### src/rtl/counter_pkg.sv
// Shared types and helpers for the loadable counter family.
package counter_pkg;

  localparam int unsigned STEP_MAX_W = 32;

  typedef enum logic [2:0] {
    OP_IDLE,
    OP_LOAD,
    OP_DEC,
    OP_INC,
    OP_DIV,
    OP_HOLD
  } op_e;

  // A zero step is promoted to one so inc/dec always make progress.
  function automatic logic [STEP_MAX_W-1:0] effective_step(input logic [STEP_MAX_W-1:0] step);
    return (step == '0) ? STEP_MAX_W'(1) : step;
  endfunction

endpackage

### src/rtl/counter_next_calc.sv
// Combinational next-count calculation for inc/dec/div with terminal and overflow detection.
module counter_next_calc
  import counter_pkg::*;
#(
  parameter int unsigned WIDTH    = 8,
  parameter bit          SATURATE = 1'b1
) (
  input  op_e              op,
  input  logic [WIDTH-1:0] count,
  input  logic [WIDTH-1:0] s,
  input  logic [WIDTH-1:0] reload,
  input  logic             reload_en,
  output logic [WIDTH-1:0] next_count_c,
  output logic             term_c,
  output logic             ovf_c
);

  localparam int unsigned EXT_W = WIDTH + 1;

  logic [EXT_W-1:0] diff_c;
  logic [EXT_W-1:0] sum_c;
  logic             dec_term_c;

  assign diff_c = {1'b0, count} - {1'b0, s};
  assign sum_c  = {1'b0, count} + {1'b0, s};

  // Borrow out or an exact hit on zero both count as reaching terminal.
  assign dec_term_c = diff_c[WIDTH] | (diff_c[WIDTH-1:0] == '0);

  always_comb begin
    next_count_c = count;
    term_c       = 1'b0;
    ovf_c        = 1'b0;
    case (op)
      OP_DEC: begin
        term_c = dec_term_c;
        if (!dec_term_c) begin
          next_count_c = diff_c[WIDTH-1:0];
        end else if (reload_en) begin
          next_count_c = reload;
        end else if (SATURATE) begin
          next_count_c = '0;
        end else begin
          next_count_c = diff_c[WIDTH-1:0];
        end
      end
      OP_INC: begin
        ovf_c = sum_c[WIDTH];
        if (sum_c[WIDTH] && SATURATE) begin
          next_count_c = '1;
        end else begin
          next_count_c = sum_c[WIDTH-1:0];
        end
      end
      OP_DIV: begin
        next_count_c = count >> 1;
      end
      default: begin
        next_count_c = count;
      end
    endcase
  end

endmodule

### src/rtl/loadable_counter_n.sv
// Parametrised loadable up/down/halve counter with auto-reload, sticky zero flag and event pulses.
module loadable_counter_n
  import counter_pkg::*;
#(
  parameter int unsigned WIDTH    = 8,
  parameter int unsigned STEP_W   = 4,
  parameter bit          SATURATE = 1'b1
) (
  input  logic              clk,
  input  logic              reset_sink_reset,
  input  logic [WIDTH-1:0]  in,
  input  logic              latch,
  input  logic              dec,
  input  logic              inc,
  input  logic              div,
  input  logic [STEP_W-1:0] step,
  input  logic              reload_en,
  input  logic              clr_zero,
  output logic [WIDTH-1:0]  count,
  output logic              zero,
  output logic              term_pulse,
  output logic              ovf_pulse
);

  logic [WIDTH-1:0] reload_q;
  logic [WIDTH-1:0] s_c;
  logic [WIDTH-1:0] next_count_c;
  logic             term_c;
  logic             ovf_c;
  op_e              op_c;

  assign s_c = WIDTH'(effective_step(STEP_MAX_W'(step)));

  // Priority decode: latch > inc/dec (conflict holds) > div > idle.
  always_comb begin
    op_c = OP_IDLE;
    if (latch) begin
      op_c = OP_LOAD;
    end else if (inc && dec) begin
      op_c = OP_HOLD;
    end else if (dec) begin
      op_c = OP_DEC;
    end else if (inc) begin
      op_c = OP_INC;
    end else if (div) begin
      op_c = OP_DIV;
    end
  end

  counter_next_calc #(
    .WIDTH    (WIDTH),
    .SATURATE (SATURATE)
  ) u_next_calc (
    .op           (op_c),
    .count        (count),
    .s            (s_c),
    .reload       (reload_q),
    .reload_en    (reload_en),
    .next_count_c (next_count_c),
    .term_c       (term_c),
    .ovf_c        (ovf_c)
  );

  always_ff @(posedge clk) begin
    if (reset_sink_reset) begin
      count      <= '0;
      reload_q   <= '0;
      zero       <= 1'b0;
      term_pulse <= 1'b0;
      ovf_pulse  <= 1'b0;
    end else if (op_c == OP_LOAD) begin
      count      <= in;
      reload_q   <= in;
      zero       <= 1'b0;
      term_pulse <= 1'b0;
      ovf_pulse  <= 1'b0;
    end else begin
      count      <= next_count_c;
      term_pulse <= term_c;
      ovf_pulse  <= ovf_c;
      // A terminal event wins over a simultaneous clear.
      if (term_c) begin
        zero <= 1'b1;
      end else if (clr_zero) begin
        zero <= 1'b0;
      end
    end
  end

endmodule
### config.mk
export PLATFORM = sky130hd
export DESIGN_NAME = loadable_counter_n
export DESIGN_NICKNAME = d
export VERILOG_FILES = /design/src/rtl/counter_pkg.sv /design/src/rtl/counter_next_calc.sv /design/src/rtl/loadable_counter_n.sv
export SDC_FILE = /design/constraint.sdc
export NUM_CORES = 1
export LEC_CHECK = 0
export CAP_MARGIN = 20
export CORE_MARGIN = 5
export CORE_UTILIZATION = 50
export CTS_BUF_LIST = sky130_fd_sc_hd__clkbuf_2 sky130_fd_sc_hd__clkbuf_4 sky130_fd_sc_hd__clkbuf_8
export CTS_CLUSTER_DIAMETER = 200
export DETAILED_ROUTE_END_ITERATION = 6
export PLACE_DENSITY = 0.72
export SKIP_CTS_REPAIR_TIMING = 1
export SLEW_MARGIN = 20
export SYNTH_ARGS = -nofsm -noshare
export SYNTH_HDL_FRONTEND = slang
export SYNTH_HIERARCHICAL = 1
export SYNTH_SLANG_ARGS = --single-unit
### constraint.sdc
create_clock -name clk -period 6.7 [get_ports clk]
set_input_delay 1.34 -clock clk [delete_from_list [all_inputs] [get_ports clk]]
set_output_delay 1.34 -clock clk [all_outputs]
set_load 0.01 [all_outputs]
==> flow_metrics.py, run 1 <==
metrics = {
    "power": {
        "power.total_uw": 356.1,
        "static-leakage-power_nw": 0.8747,
        "cellPowerDensity_nw_per_um2": 157.8,
        "worst_ir_drop_vdd_mv": 0.1650,
    },
    "grt": {
        "gr-usage-all-layers_pct": 16.97,
        "first_global_vias": 1536,
        "grt_pass1_wl_mm": 7.127,
        "grt_remaining_overflow": 0,
        "antenna_found_initial": 0,
        "grt_start_max_net_pins": 29,
    },
    "drt": {
        "wire_per_inst_um": 13.58,
        "drt.antenna.violating_nets": 0,
        "routed_via_density": 5.463,
        "finalWirelength_mm": 4.374,
        "detail_route.first_pass.iterations": 5,
        "first_iter_violations": 83,
        "drc": 0,
        "vias": 1759,
    },
    "synthesis": {
        "synth_compound_area_share_pct": 28.07,
        "synthMuxAreaShare_pct": 0,
        "yosysMostFrequentCell": "a21oi_1",
        "ys_seq_area_share_pct": 19.84,
        "synth_edf_count": 0,
        "synth_area_um2": 1917,
        "yosys.area_share.adder_pct": 12.53,
        "largest_family_of_logic_cells_by_synthesized_area": "compound AO/OA/AOI/OAI gates",
        "synth_top_flop_cell": "dfxtp_1",
        "synth_top_cells_by_count": "32 x a21oi_1, 19 x dfxtp_1, 19 x nand2b_1",
        "async_flop_share_pct": 0,
        "yosys_warnings": 6,
        "synthesis.instances": 248,
        "yosys.area_share.simple_pct": 25.52,
        "synthDominantAreaCellType": "dfxtp_1",
        "avgSynthCellArea_um2": 7.729,
        "synth_cell_types": 56,
        "synth-xor-area-share_pct": 5.483,
        "synth.top_cells.by_area": "dfxtp_1 20%, ha_1 10%, a21oi_1 8.4%",
        "netlist.area_leader.share_pct": 19.84,
        "synth-seq-cells": 19,
    },
    "sta": {
        "max_slew.worst_pin.slew_ns": 0.9373,
        "slew_viol_final": 0,
        "whs_ns": 0.4771,
        "finalHoldViolations": 0,
        "fin_crit_sh_pct": 67.55,
        "timing.max_slew.rel_slack_pct": 37.38,
        "unrepaired_setup_endpoints_after_global_routing": "no",
        "min_period_ns": 4.526,
        "tns_ns": 0,
        "worst_clock_skew_ns": 0.001542,
        "achievable-frequency_mhz": 220.9,
        "timing.final.ws_setup_ns": 2.174,
        "finalSetupViolCount": 0,
    },
    "min_path": {
        "holdCritPathClass": "reg2reg",
    },
    "final_layout": {
        "finalNonFillerCells": 322,
        "layout-drive-gt1-share_pct": 6.934,
        "finish.net_count": 313,
        "filler_cell_count_in_the_final_layout": 357,
        "syn_to_final_growth_pct": 17.75,
        "layout.cell_area.non_filler_um2": 2257,
        "antenna-diode-count": 0,
        "final_util_pct": 61.19,
    },
    "floorplanning": {
        "die-area_um2": 5172,
        "die_x_um": 71.92,
        "num_io_pins": 31,
        "initial_core_util_pct": 51.97,
        "placeableCoreArea_um2": 3689,
        "core.rowCount": 22,
        "die-height_um": 71.92,
    },
    "critical_path": {
        "crit_path_cell_trace": "clkdlybuf4s50_1 > nor3_1 > or2_2 > ha_1 > fa_1 > or2b_1 > a21oi_1 > xor2_1 > a2111oi_4 > a31oi_2 > nand3b_1 > a21oi_1 > nand2b_4 > a21oi_2",
        "worstPathRequired_ns": 6.88,
        "timing.setup.critical_path_class": "in2reg",
        "critical_path.most_common_cell": "a21oi_1",
        "worst_path_max_delay_cell": "clkdlybuf4s50_1",
        "crit_family": "compound AO/OA/AOI/OAI gates",
        "startpoint_type": "input pin",
        "crit_fanout": 5,
        "worstPathArrival_ns": 4.71,
        "timing.critical_path.to_type": "flip-flop",
        "cp.buffers_inverters": 1,
        "timing.critical_path.slowest_cell_delay_ns": 0.56,
    },
    "placement": {
        "dp_cells": 318,
        "dpl_cell_area_um2": 2211,
        "place_ws_ns": 1.915,
        "numPortBuffers": 30,
        "hpwlAfterDp_mm": 3.465,
        "finalWeightedCongestion": 0.9685,
    },
    "cts": {
        "tritoncts.num_buffers": 3,
        "htree_num_levels": 1,
        "cts_buffer_depth": 2,
        "clock_sinks": 19,
        "cts.clk_slew.worst_paths_ns": 0.07,
        "tritoncts_clock_tree": "yes",
        "clock-root-buffer": "clkbuf_8",
        "clock_latency_ns": 0.25,
    },
    "flow_run": {
        "max_cap_viols": 0,
    },
    "status": {
        "status": "finished, final reports clean",
    },
}
## layout make-up
cell class                      count  area [um^2]  share of cell area, %
Clock buffer                        3        41.29                  1.829
Clock inverter                      1        5.005                 0.2217
Inverter                           18        67.56                  2.993
Multi-Input combinational cell    203         1403                  62.14
Sequential cell                    19        380.4                  16.85
Tap cell                           48        60.06                  2.661
Timing Repair Buffer               30        300.3                  13.30
## path summary, 6_finish.rpt
kind	from	to	slack, ns	cells past startpoint
min reg2reg	reload_q[1]$_SDFFE_PP0N_	reload_q[1]$_SDFFE_PP0N_	0.48	2
max	step[1]	count[4]$_SDFF_PP0_	2.17	14
min	reload_q[1]$_SDFFE_PP0N_	reload_q[1]$_SDFFE_PP0N_	0.48	2
max reg2reg	count[0]$_SDFF_PP0_	count[4]$_SDFF_PP0_	3.75	12
## registers in the layout, indices dropped and copies added, names as in the netlist
| name | cells |
|---|---|
| term_pulse | 1 |
| zero | 1 |
| reload_q | 8 |
| ovf_pulse | 1 |
| count | 8 |
## cell usage in the layout (no fill, tap or decap), types with 7 or more instances in the layout
master,count
dfxtp_1,19
inv_1,18
nand2b_1,19
ha_1,16
a21oi_1,32
conb_1,8
clkdlybuf4s50_1,30
nand2_1,17
nor2_1,15
xnor2_1,7
## worst min-delay path, delay by kind of cell (launching register included)
kind            cells  cell delay [ns]
compound gates      1             0.06
flops               1             0.31
simple gates        1             0.06
## per-layer routing
layer / up-vias / routed length [um] / GRT usage [%]
met1: 797 / 2148 / 24.01
li1: 914 / - / -
met5: - / 0 / 0
met4: 0 / 34 / 5.010
met2: 46 / 1968 / 27.24
met3: 2 / 222 / 1.662
## power breakdown
part	leakage [nW]	internal, mW	switching [mW]
Clock	0.0255	0.0413	0.0374
Sequential	0.156	0.119	0.00766
Combinational	0.693	0.0670	0.0833
## cells by family (layout without fill, tap and decap cells)
logic type | count (synthesis) | in the layout
buffers and inverters | 33 | 52
XOR/XNOR | 12 | 12
flip-flops | 19 | 19
adder cells (fa/ha/maj) | 18 | 18
AND/OR/NAND/NOR | 89 | 89
AO/OA/AOI/OAI | 76 | 76
other | 1 | 8
(Power assumes the default switching activity.)
==> run 2, diff against run 1 <==
--- a/config.mk
+++ b/config.mk
@@ -11,7 +11,7 @@
 export CTS_BUF_LIST = sky130_fd_sc_hd__clkbuf_2 sky130_fd_sc_hd__clkbuf_4 sky130_fd_sc_hd__clkbuf_8
 export CTS_CLUSTER_DIAMETER = 200
 export DETAILED_ROUTE_END_ITERATION = 6
-export PLACE_DENSITY = 0.72
+export PLACE_DENSITY = 0.75
 export SKIP_CTS_REPAIR_TIMING = 1
 export SLEW_MARGIN = 20
 export SYNTH_ARGS = -nofsm -noshare
==> constraint.sdc (replaced) <==
create_clock -name clk -period 4 [get_ports clk]
set_input_delay 0.8 -clock clk [delete_from_list [all_inputs] [get_ports clk]]
set_output_delay 0.8 -clock clk [all_outputs]
set_load 0.01 [all_outputs]
==> flow_metrics.py, run 2 (synthesis gave the netlist of run 1 again) <==
metrics = {
    "final_layout": {
        "most-common-layout-cells": "32 x a21oi_1, 30 x clkdlybuf4s50_1, 19 x nand2b_1, 19 x dfxtp_1, 18 x inv_1",
        "syn_to_final_growth_pct": 21.67,
        "final_util_pct": 63.23,
        "filler_cell_count_in_the_final_layout": 353,
        "antenna-diode-count": 0,
        "finish.net_count": 323,
        "layout-drive-gt1-share_pct": 10.21,
        "layout.cells.most_common": "a21oi_1",
        "reg.largest.list": "count x8, reload_q x8",
    },
    "grt": {
        "grt_remaining_overflow": 0,
        "grt_start_max_net_pins": 23,
        "grt_pass1_wl_mm": 7.493,
        "gr-usage-all-layers_pct": 17.56,
        "antenna_found_initial": 0,
        "first_global_vias": 1696,
    },
    "cts": {
        "clock_sinks": 19,
        "clock-root-buffer": "clkbuf_8",
        "cts_buffer_depth": 2,
        "cts.clk_slew.worst_paths_ns": 0.07,
        "tritoncts.num_buffers": 3,
        "htree_num_levels": 1,
        "clock_latency_ns": 0.25,
        "tritoncts_clock_tree": "yes",
    },
    "drt": {
        "detail_route.first_pass.iterations": 4,
        "routed_via_density": 5.367,
        "wire_per_inst_um": 13.20,
        "vias": 1782,
        "first_iter_violations": 87,
        "finalWirelength_mm": 4.382,
        "drc": 0,
        "drt.antenna.violating_nets": 0,
    },
    "floorplanning": {
        "placeableCoreArea_um2": 3689,
        "die_x_um": 71.92,
        "initial_core_util_pct": 51.97,
        "num_io_pins": 31,
        "die-height_um": 71.92,
        "core.rowCount": 22,
        "die-area_um2": 5172,
    },
    "min_path": {
        "holdCritPathClass": "reg2reg",
        "min_delay_path_depth": 2,
    },
    "power": {
        "cellPowerDensity_nw_per_um2": 260.6,
        "static-leakage-power_nw": 0.9237,
        "worst_ir_drop_vdd_mv": 0.2235,
    },
    "sta": {
        "max_slew.worst_pin.slew_ns": 0.6442,
        "min_period_ns": 3.737,
        "finalSetupViolCount": 0,
        "finalHoldViolations": 0,
        "unrepaired_setup_endpoints_after_global_routing": "no",
        "timing.max_slew.rel_slack_pct": 56.92,
        "fin_crit_sh_pct": 93.43,
        "slew_viol_final": 0,
        "tns_ns": 0,
        "worst_clock_skew_ns": 0.001331,
        "timing.final.ws_setup_ns": 0.2627,
        "achievable-frequency_mhz": 267.6,
    },
    "critical_path": {
        "timing.critical_path.to_type": "flip-flop",
        "startpoint_type": "input pin",
        "worstPathRequired_ns": 4.18,
        "timing.setup.critical_path_class": "in2reg",
        "crit_fanout": 3,
        "worstPathArrival_ns": 3.92,
        "rr_worst_depth": 11,
    },
    "status": {
        "status": "finished, final reports clean",
    },
    "placement": {
        "finalWeightedCongestion": 0.9372,
        "numPortBuffers": 30,
        "place_ws_ns": 0.002400,
        "hpwlAfterDp_mm": 3.535,
    },
    "flow_run": {
        "max_cap_viols": 0,
    },
}
[run 2: cell count changes in the layout (fill, tap and decap cells not counted), sizes merged]
cell  previous run  this run
buf              0        10
[run 2: critical path, stage by stage]
cell             delay [ns]
clkdlybuf4s50_1        0.51
nor3_1                 0.05
or2_2                  0.29
ha_1                   0.21
fa_1                   0.40
or2b_1                 0.25
a21oi_1                0.15
xor2_1                 0.13
a2111oi_4              0.33
a31oi_2                0.16
nand3b_1               0.18
a21oi_1                0.26
nand2b_4               0.07
a21oi_2                0.12
[run 2: through the flow]
stage	hold WS, ns	total power [mW]	cell area (um^2)	cells
finish	0.4745	0.6078	2332	332
global placement	0.4555	0.4772	2286	328
floorplan	0.4449	0.4019	1943	255
detailed placement	0.4591	0.4766	2286	328
CTS	0.4714	0.6092	2332	332
global route	0.4988	0.6502	2332	332
[run 2: final timing paths]
check / startpoint / end / slack [ns]
max: step[2] / count[4]$_SDFF_PP0_ / 0.26
min reg2reg: reload_q[2]$_SDFFE_PP0N_ / reload_q[2]$_SDFFE_PP0N_ / 0.47
min: reload_q[2]$_SDFFE_PP0N_ / reload_q[2]$_SDFFE_PP0N_ / 0.47
max reg2reg: count[1]$_SDFF_PP0_ / count[4]$_SDFF_PP0_ / 1.22
[run 2: power by group]
group	leakage, nW	internal [mW]	switching, mW	total [mW]
clock network	0.0255	0.0691	0.0609	0.130
logic	0.742	0.124	0.141	0.265
registers	0.156	0.200	0.0127	0.213
[run 2: final cells by class]
class / count / area (um^2) / share of cell area [%]
clock buffer: 3 / 41.29 / 1.770
clock inverter: 1 / 5.005 / 0.2146
inverter: 18 / 67.56 / 2.897
multi-input combinational: 203 / 1403 / 60.14
sequential: 19 / 380.4 / 16.31
tap: 48 / 60.06 / 2.575
timing repair buffer: 40 / 375.4 / 16.09
[run 2: per-layer routing]
| metal | track usage [%] | vias up | wire length [um] |
|---|---|---|---|
| met5 | 0 | - | 0 |
| met4 | 6.054 | 0 | 44 |
| met3 | 1.939 | 4 | 266 |
| met2 | 28.47 | 58 | 1957 |
| met1 | 24.16 | 786 | 2114 |
| li1 | - | 934 | - |
